--- config.mk ---
export PLATFORM = sky130hd
export DESIGN_NAME = mem4x4_ctrl
export DESIGN_NICKNAME = d
export VERILOG_FILES = /design/src/rtl/mem4x4_pkg.sv /design/src/rtl/mem4x4_ctrl_rr_arb2.sv /design/src/rtl/mem4x4_ctrl.sv
export SDC_FILE = /design/constraint.sdc
export NUM_CORES = 1
export LEC_CHECK = 0
export ABC_CLOCK_PERIOD_IN_PS = 1500
export CORE_AREA = 2 2 61 63
export CTS_CLUSTER_SIZE = 16
export DETAILED_ROUTE_END_ITERATION = 8
export DIE_AREA = 0 0 63 65
export PLACE_DENSITY = 0.79
export SYNTH_ARGS = -nofsm -noshare
export SYNTH_HDL_FRONTEND = slang
export SYNTH_SLANG_ARGS = --single-unit
--- constraint.sdc ---
create_clock -name clk -period 1.5 [get_ports clk]
set_input_delay 0.375 -clock clk [delete_from_list [all_inputs] [get_ports clk]]
set_output_delay 0.375 -clock clk [all_outputs]
set_load 0.1 [all_outputs]
--- src/rtl/mem4x4_pkg.sv ---
// Shared types for the memory4x4 controller: sequencer states, default geometry
// and the latched command record.
package mem4x4_pkg;

  localparam int MEM_AW = 2;
  localparam int MEM_DW = 4;

  typedef enum logic [1:0] {
    INIT   = 2'd0,
    IDLE   = 2'd1,
    ACCESS = 2'd2,
    DONE   = 2'd3
  } state_t;

  typedef struct packed {
    logic              we;
    logic [MEM_AW-1:0] addr;
    logic [MEM_DW-1:0] din;
  } cmd_t;

endpackage

--- src/rtl/mem4x4_ctrl_rr_arb2.sv ---
// Two-input round-robin arbiter. gnt is combinational from req and the
// last-winner register; the register only moves when the owner says advance.
module rr_arb2
  import mem4x4_pkg::*;
(
  input  logic       clk,
  input  logic       rst,
  input  logic [1:0] req,
  input  logic       advance,
  output logic [1:0] gnt,
  output logic       rr_last
);

  logic rr_last_q;
  logic rr_last_d;

  always_comb begin
    gnt       = 2'b00;
    rr_last_d = rr_last_q;
    case (req)
      2'b01:   gnt = 2'b01;
      2'b10:   gnt = 2'b10;
      // Contention goes to whoever did not win last time.
      2'b11:   gnt = rr_last_q ? 2'b01 : 2'b10;
      default: gnt = 2'b00;
    endcase
    if (advance && (gnt != 2'b00)) begin
      rr_last_d = gnt[1];
    end
  end

  always_ff @(posedge clk) begin
    if (rst) begin
      rr_last_q <= 1'b1;
    end else begin
      rr_last_q <= rr_last_d;
    end
  end

  assign rr_last = rr_last_q;

endmodule

--- src/rtl/mem4x4_ctrl.sv ---
// Sequencer for a 4x4 memory: zero-fills the array after reset, then serves
// single-word reads/writes from two requesters, one access per three cycles.
module mem4x4_ctrl
  import mem4x4_pkg::*;
#(
  parameter int AW = MEM_AW,
  parameter int DW = MEM_DW
) (
  input  logic          clk,
  input  logic          rst,
  input  logic          r0_req,
  input  logic          r0_we,
  input  logic [AW-1:0] r0_addr,
  input  logic [DW-1:0] r0_din,
  output logic          r0_ack,
  output logic [DW-1:0] r0_rdata,
  input  logic          r1_req,
  input  logic          r1_we,
  input  logic [AW-1:0] r1_addr,
  input  logic [DW-1:0] r1_din,
  output logic          r1_ack,
  output logic [DW-1:0] r1_rdata,
  output logic [AW-1:0] mem_addr,
  output logic [DW-1:0] mem_din,
  output logic          mem_we,
  input  logic [DW-1:0] mem_dout,
  output logic          init_done,
  output logic          busy
);

  typedef struct packed {
    logic          we;
    logic [AW-1:0] addr;
    logic [DW-1:0] din;
  } acc_cmd_t;

  state_t        state_q, state_d;
  logic [AW:0]   cnt_q, cnt_d;
  acc_cmd_t      cmd_q, cmd_d;
  acc_cmd_t      sel_cmd;
  logic [1:0]    ack_q, ack_d;
  logic [DW-1:0] rdata0_q, rdata0_d;
  logic [DW-1:0] rdata1_q, rdata1_d;
  logic [AW-1:0] mem_addr_q, mem_addr_d;
  logic [DW-1:0] mem_din_q, mem_din_d;
  logic          mem_we_q, mem_we_d;
  logic          init_done_q, init_done_d;
  logic          busy_q, busy_d;

  logic [1:0]    gnt;
  logic          rr_last;
  logic          advance;

  rr_arb2 u_arb (
    .clk     (clk),
    .rst     (rst),
    .req     ({r1_req, r0_req}),
    .advance (advance),
    .gnt     (gnt),
    .rr_last (rr_last)
  );

  assign sel_cmd = gnt[1] ? {r1_we, r1_addr, r1_din} : {r0_we, r0_addr, r0_din};

  // Output registers are loaded with the values belonging to the state being
  // entered, so the pins always describe the current state's activity.
  always_comb begin
    state_d     = state_q;
    cnt_d       = cnt_q;
    cmd_d       = cmd_q;
    ack_d       = 2'b00;
    rdata0_d    = rdata0_q;
    rdata1_d    = rdata1_q;
    mem_addr_d  = mem_addr_q;
    mem_din_d   = mem_din_q;
    mem_we_d    = 1'b0;
    init_done_d = init_done_q;
    busy_d      = 1'b1;
    advance     = 1'b0;
    case (state_q)
      INIT: begin
        if (cnt_q[AW]) begin
          state_d     = IDLE;
          init_done_d = 1'b1;
          busy_d      = 1'b0;
        end else begin
          mem_we_d   = 1'b1;
          mem_addr_d = cnt_q[AW-1:0];
          mem_din_d  = '0;
          cnt_d      = cnt_q + 1'b1;
        end
      end
      IDLE: begin
        advance = 1'b1;
        if (gnt != 2'b00) begin
          state_d    = ACCESS;
          cmd_d      = sel_cmd;
          mem_we_d   = sel_cmd.we;
          mem_addr_d = sel_cmd.addr;
          mem_din_d  = sel_cmd.din;
        end else begin
          busy_d = 1'b0;
        end
      end
      ACCESS: begin
        // rr_last already holds the winner of this access.
        state_d        = DONE;
        mem_addr_d     = cmd_q.addr;
        mem_din_d      = cmd_q.din;
        ack_d[rr_last] = 1'b1;
        if (!cmd_q.we) begin
          if (rr_last) begin
            rdata1_d = mem_dout;
          end else begin
            rdata0_d = mem_dout;
          end
        end
      end
      DONE: begin
        state_d = IDLE;
        busy_d  = 1'b0;
      end
      default: begin
        state_d = INIT;
        cnt_d   = '0;
      end
    endcase
  end

  always_ff @(posedge clk) begin
    if (rst) begin
      state_q     <= INIT;
      cnt_q       <= '0;
      ack_q       <= 2'b00;
      rdata0_q    <= '0;
      rdata1_q    <= '0;
      mem_addr_q  <= '0;
      mem_din_q   <= '0;
      mem_we_q    <= 1'b0;
      init_done_q <= 1'b0;
      busy_q      <= 1'b1;
    end else begin
      state_q     <= state_d;
      cnt_q       <= cnt_d;
      ack_q       <= ack_d;
      rdata0_q    <= rdata0_d;
      rdata1_q    <= rdata1_d;
      mem_addr_q  <= mem_addr_d;
      mem_din_q   <= mem_din_d;
      mem_we_q    <= mem_we_d;
      init_done_q <= init_done_d;
      busy_q      <= busy_d;
    end
  end

  always_ff @(posedge clk) begin
    cmd_q <= cmd_d;
  end

  assign r0_ack    = ack_q[0];
  assign r1_ack    = ack_q[1];
  assign r0_rdata  = rdata0_q;
  assign r1_rdata  = rdata1_q;
  assign mem_addr  = mem_addr_q;
  assign mem_din   = mem_din_q;
  assign mem_we    = mem_we_q;
  assign init_done = init_done_q;
  assign busy      = busy_q;

endmodule

# After elaboration in Yosys (flattened, before gate mapping)
# Cells that the tools add are included.
[word_totals] word_cells=65 ff_bits=32 rom_bits=0 output_inout_bits=19 ram_bits=0 latch_bits=0 input_bits=22 memories=0
[classes] bitwise_logic=4 n_shift=0 multipliers=0 reduce_logical=13 add_sub_neg=1 div_mod_pow=0 n_mux=21 n_eq_ne=9 magnitude_cmp=2
[op_table] cell="$pmux 2 s3" n=2
[op_table] cell="$pmux 4 s3" n=1
[op_table] cell="$mux 2" n=5
[op_table] cell="$reduce_and 3->1" n=3
[op_table] cell="$eq 2x2->1 const B" n=4
[op_table] cell="$mux 4" n=2
[op_table] cell="$pmux 2 s4" n=1
[op_table] cell="$reduce_and 2->1" n=4
[op_table] cell="$mux 7" n=1
[op_table] cell="$ne 2x2->1 const B" n=3
[op_table] cell="$mux 1" n=5
[op_table] cell="$eq 2x1->1 const B" n=2
[op_table] cell="$not 1->1" n=4
[op_table] cell="$add 3x1->3 const B" n=1
[op_table] cell="$mux 3" n=1
[op_table] cell="$pmux 1 s3" n=1
[op_table] cell="$reduce_bool 3->1" n=1
[op_table] cell="$logic_and 1x1->1" n=2
[op_table] cell="$logic_not 2->1" n=1
[op_table] cell="$lt 1x2->1 const B" n=1
[op_table] cell="$pmux 1 s2" n=1
[op_table] cell="$reduce_bool 2->1" n=1
[op_table] cell="$reduce_or 2->1" n=1
[op_table] cell="$demux 1 s1" n=1
[op_table] cell="$ge 1x1->1 const B" n=1

# Longest topological paths before layout
[depth] depth_word=5 ltp_mapped=6 mapped_depth_nobuf=6

# Modules after synthesis
# Synthesis repeated with hierarchy kept, for this count alone.
[unflattened] cells_unflattened=127 hier_area_um2=1408.9
[by_module_without_submodules] module="mem4x4_ctrl" cells_per_inst=120 instances=1 seq_area_each_um2=690.7 area_per_inst_um2=1347.5
[by_module_without_submodules] module="rr_arb2" cells_per_inst=7 instances=1 seq_area_each_um2=20.0 area_per_inst_um2=61.3

# Worst setup path after synthesis
# OpenSTA, ideal clock, no wires.
[synth_timing] kind="reg2reg" start="register state_q[1]" end="register mem_din_q[0] (netlist: mem_din[0])" n_path_buf=0 synth_period_minus_slack_ps=1655 arrival_ps=1533 path_stages_with_launch=7 path_slack_ps=-155 cell_sequence="dfxtp_1 -> inv_1 -> ha_1 -> or3b_4 -> nand3_2 -> nor2_2 -> a221o_1"
[synth_via] elab_chain_cells=3 word_cells_on_any_way=8 cone_classes="eq/ne: 4; mux: 1; reduce/logical: 3"
[synth_lines] item="start, declared" line="mem4x4_ctrl.sv:37" source="state_t state_q, state_d;"
[synth_lines] item="start signal, assigned" line="mem4x4_ctrl.sv:143" source="state_q <= state_d;"
[synth_lines] item="$eq 2x1->1, or another cell as far along" line="mem4x4_ctrl.sv:80" source="case (state_q)"
[synth_lines] item="$ne 2x2->1 (no line) / $reduce_bool 3->1 (equally long branches)"
[synth_lines] item="$reduce_and 3->1 (no line)"
[synth_lines] item="end signal, assigned" line="mem4x4_ctrl.sv:149" source="mem_din_q <= mem_din_d;"
[synth_lines] item="end, declared" line="mem4x4_ctrl.sv:45" source="logic [DW-1:0] mem_din_q, mem_din_d;"
# Several ways; a longest one is shown, not always the timed one.
# A chain may end at the register's enable or synchronous reset.

# Final worst setup path
[layout_timing] start="register state_q[1]" end="register mem_addr_q[0] (netlist: mem_addr[0])"
[layout_via] elab_chain_cells=3 word_cells_on_any_way=8 cone_classes="eq/ne: 4; mux: 1; reduce/logical: 3"
[layout_lines] item="$eq 2x1->1, or another cell as far along" line="mem4x4_ctrl.sv:80"
[layout_lines] item="$ne 2x2->1 (no line) / $reduce_bool 3->1 (equally long branches)"
[layout_lines] item="$reduce_and 3->1 (no line)"
[layout_lines] item="end signal, assigned" line="mem4x4_ctrl.sv:148" source="mem_addr_q <= mem_addr_d;"
[layout_lines] item="end, declared" line="mem4x4_ctrl.sv:44" source="logic [AW-1:0] mem_addr_q, mem_addr_d;"
# Several ways; a longest one is shown, not always the timed one.

==> summary.md <==
| Metric | Value |
|---|---|
| CTS tree | done |
| CTS HTree Levels | 2 |
| FF+latch count, synth | 32 |
| Total leakage power | around 1 nW |
| Routed len/inst | 16.47 µm |
| Failing checks | setup timing |
| Initial Util | 39.87% |
| DRT iter0 DRCs | 30 |
| Crit-path max cell delay | 0.41 ns |
| Vias per cell | 4.928 |
| Yosys cell types | 30 |
| Row count | 22 |
| Chip Width | 63 µm |
| Crit path capture type | flip-flop |
| Clock Skews | 0.008546 ns |
| Synth area leader | dfxtp_1 |
| Largest net degree at the start of global routing | 16 |
| Register area share after synthesis | between 50% and 60% |
| Hold Crit Depth | 1 |
| GP Congestion | 0.7156 |
| Placeable Area | 3496 µm² |
| Min-delay worst type | flip-flop to flip-flop |
| Total wire length | about 4 mm |
| CP startpoint | state_q[1] |
| Dpl cells | around 220 |
| Share of cells above drive strength 1 | a little over two fifths |
| Worst-path clk slew | about 0.10 ns |
| Syn Nets | 148 |
| Synth top area cells | dfxtp_1, edfxtp_1, mux2i_1 |
| Num CTS Buffers | 5 |
| Vias in the first global route | 1285 |
| Clock buffer depth | 2 |
| Met1 Resource Use GR | 22.23% |
| Maximum fanout along the worst path | 5 |
| Total iterations of the first detailed-routing run | 4 |
| Cts hold-fix bufs | 0 |
| Tmin final | between 1.5 and 2 ns |
| Die area | 4095 µm² |
| Slew Limit Fails | 0 |
| CP Depth | 6 |
| Post-route clock period utilization | 106.2% |
| Port Buf Inserts | 40 |
| EDFF count, synth | 7 |
| Global-route wire length before repair | about 6.4 mm |
| Area share of the largest cell type after synthesis | 35.91% |
| Unrepaired setup endpoints after global routing | yes |
| Total gr overflow | 0 |
| DIE HEIGHT | 65 µm |
| R2R cell count | 6 |
| Synth top cells by count | dfxtp_1, nor2_1, mux2i_1 |
| Worst hold slack | roughly 0.5 ns |
| Synthesized area per cell | 11.71 µm² |
| Final antenna diode count | 0 |
| Worst setup SP type | flip-flop |
| Fill cells | 254 |
| Non-Filler Instances | around 240 |
| Crit-path slowest cell | or3b_4 |
| Most used DFF post-synth | dfxtp_1 |
| PD cells | 1627 nW/µm² |
| Post-Syn Area | 1394 µm² |
| TNS Setup | -0.4207 ns |
| Buf/Inv on CP | 1 |
| Clk sink count | 32 |
| Met3 GRT Util | 5.903% |
| Hold path start | cmd_q[3] |
| Max_slew headroom | 80.96% |
| Maximum clock frequency | 627.5 MHz |
| Critical path cell sequence | inv_4, ha_4, or3b_4, and2_4, nor2_1, a2111oi_4 |
| Syn-to-layout area delta | 76.21% |
| DP HPWL | around 2.7 mm |
| Worst EP arrival | 1.82 ns |
| GRT Util Overall | 20.47% |
| MaxCap Viol Count | 0 |
| Setup WS post-layout | -0.09373 ns |
| Fin nets | between 200 and 250 |
| Top Ports | 41 |
| Met2 Usage GRT | 37.23% |
| Final antenna-violating net count | 0 |
| Worst reg2reg startpoint | state_q[1] |
| # DRC | 0 |
| Final Hold Violating Endpoints | 0 |
| Clock root cell | clkbuf_4 |
| Most frequent cell after synthesis | dfxtp_1 |
| Delay-heaviest family, CP | simple AND/OR/NAND/NOR gates |
| Status | complete, but fails checks |
| Worst-Skew Late Latency | ~0.35 ns |
| Setup CP Type | flip-flop to flip-flop |
| Gr busiest metal | met2 |
| Vias post-DR | around 1200 |
| Fraction of registers with async set/reset | 0% |
| Mapped Cells | 119 |
| Crit path required time | between 1.5 and 2 ns |
| Synth warn | 0 |
| Worst Max-Slew Pin Slew | 0.2848 ns |
| Final setup fails | 6 |
| Antenna violations before repair | 0 |
| Peak supply drop | around 920 µV |
[path summary, 6_finish.rpt]
kind | end | slack [ns]
max reg2reg | mem_addr[0] | -0.09
max | mem_addr[0] | -0.09
min reg2reg | mem_din[3] | 0.50
min | mem_din[3] | 0.50
[layout by cell type, fill, tap and decap left out, drive strengths merged]
master	count
dlygate4sd2	2
nand3	1
a221oi	2
a221o	4
or2b	1
or4	1
ha	7
dfxtp	25
nor2	24
a21oi	6
edfxtp	7
a21boi	1
mux2	7
xnor2	1
a2111oi	2
and2	1
buf	44
nor2b	7
a211oi	1
nand4	1
nand3b	1
clkdlybuf4s50	19
bufinv	1
nor3b	1
mux2i	10
inv	3
clkbuf	7
a311o	1
or3b	1
[sequential cells by signal (all words and copies together) (netlist names)]
signal         cells
mem_we             1
ack_q              2
mem_addr           2
busy               1
cmd_q              7
cnt_q              3
u_arb.rr_last      1
mem_din            4
init_done          1
r1_rdata           4
state_q            2
r0_rdata           4
[metrics by stage]
step                      power, mW  setup slack, ns  util (%)  instance area, µm²
after floorplan               2.227         -0.02579         -                1435
after global placement        2.856          -0.5839     62.99                2202
after detailed placement      2.941          -0.6505     62.99                2202
after CTS                     3.885         -0.08908     68.93                2410
after global routing          4.173          -0.1631     70.26                2456
final                         3.997         -0.09373     70.26                2456
[logic make-up after synthesis]
logic type	count (synthesis)	share of synthesized area [%]
buffers and inverters	6	2.154
DFF	32	50.99
and+or+nand+nor	39	15.53
AOI/OAI and AO/OA	17	11.04
adders and majority gates	7	6.283
muxes	17	13.38
xor gates and xnor gates	1	0.6285
[layer usage]
layer  vias to the layer above  part of all wire, %  wire (µm)
li1                        562                    -          -
met1                       563                   40       1548
met2                        35                   53       2076
met3                         8                  4.9        190
met4                         0                  2.3         88
met5                         -                    0          0
[where the power goes]
group | leakage (nW) | total [mW] | switching (mW) | internal (mW)
Sequential | 0.269 | 1.20 | 0.152 | 1.05
Clock | 0.0515 | 0.746 | 0.303 | 0.442
Combinational | 0.675 | 2.05 | 1.12 | 0.934
Total | 0.995 | 4.00 | 1.57 | 2.42
[cell type report]
class	instances	area, µm²	share of cell area (%)
clock inverter	1	30.03	1.223
clock buffer	7	65.06	2.649
timing repair buffer	65	779.5	31.74
sequential	32	715.7	29.14
tap	48	60.06	2.445
inverter	3	13.76	0.5604
multi-input combinational	81	792.0	32.25
[repair_timing]
action / 4_1_cts / 5_1_grt
pin swaps: 2 / 2
gates resized for setup: 15 / 6
setup endpoints to repair: 28 / 17
buffers inserted: 6 / 1
No activity file was read; power rests on OpenSTA's default activity.
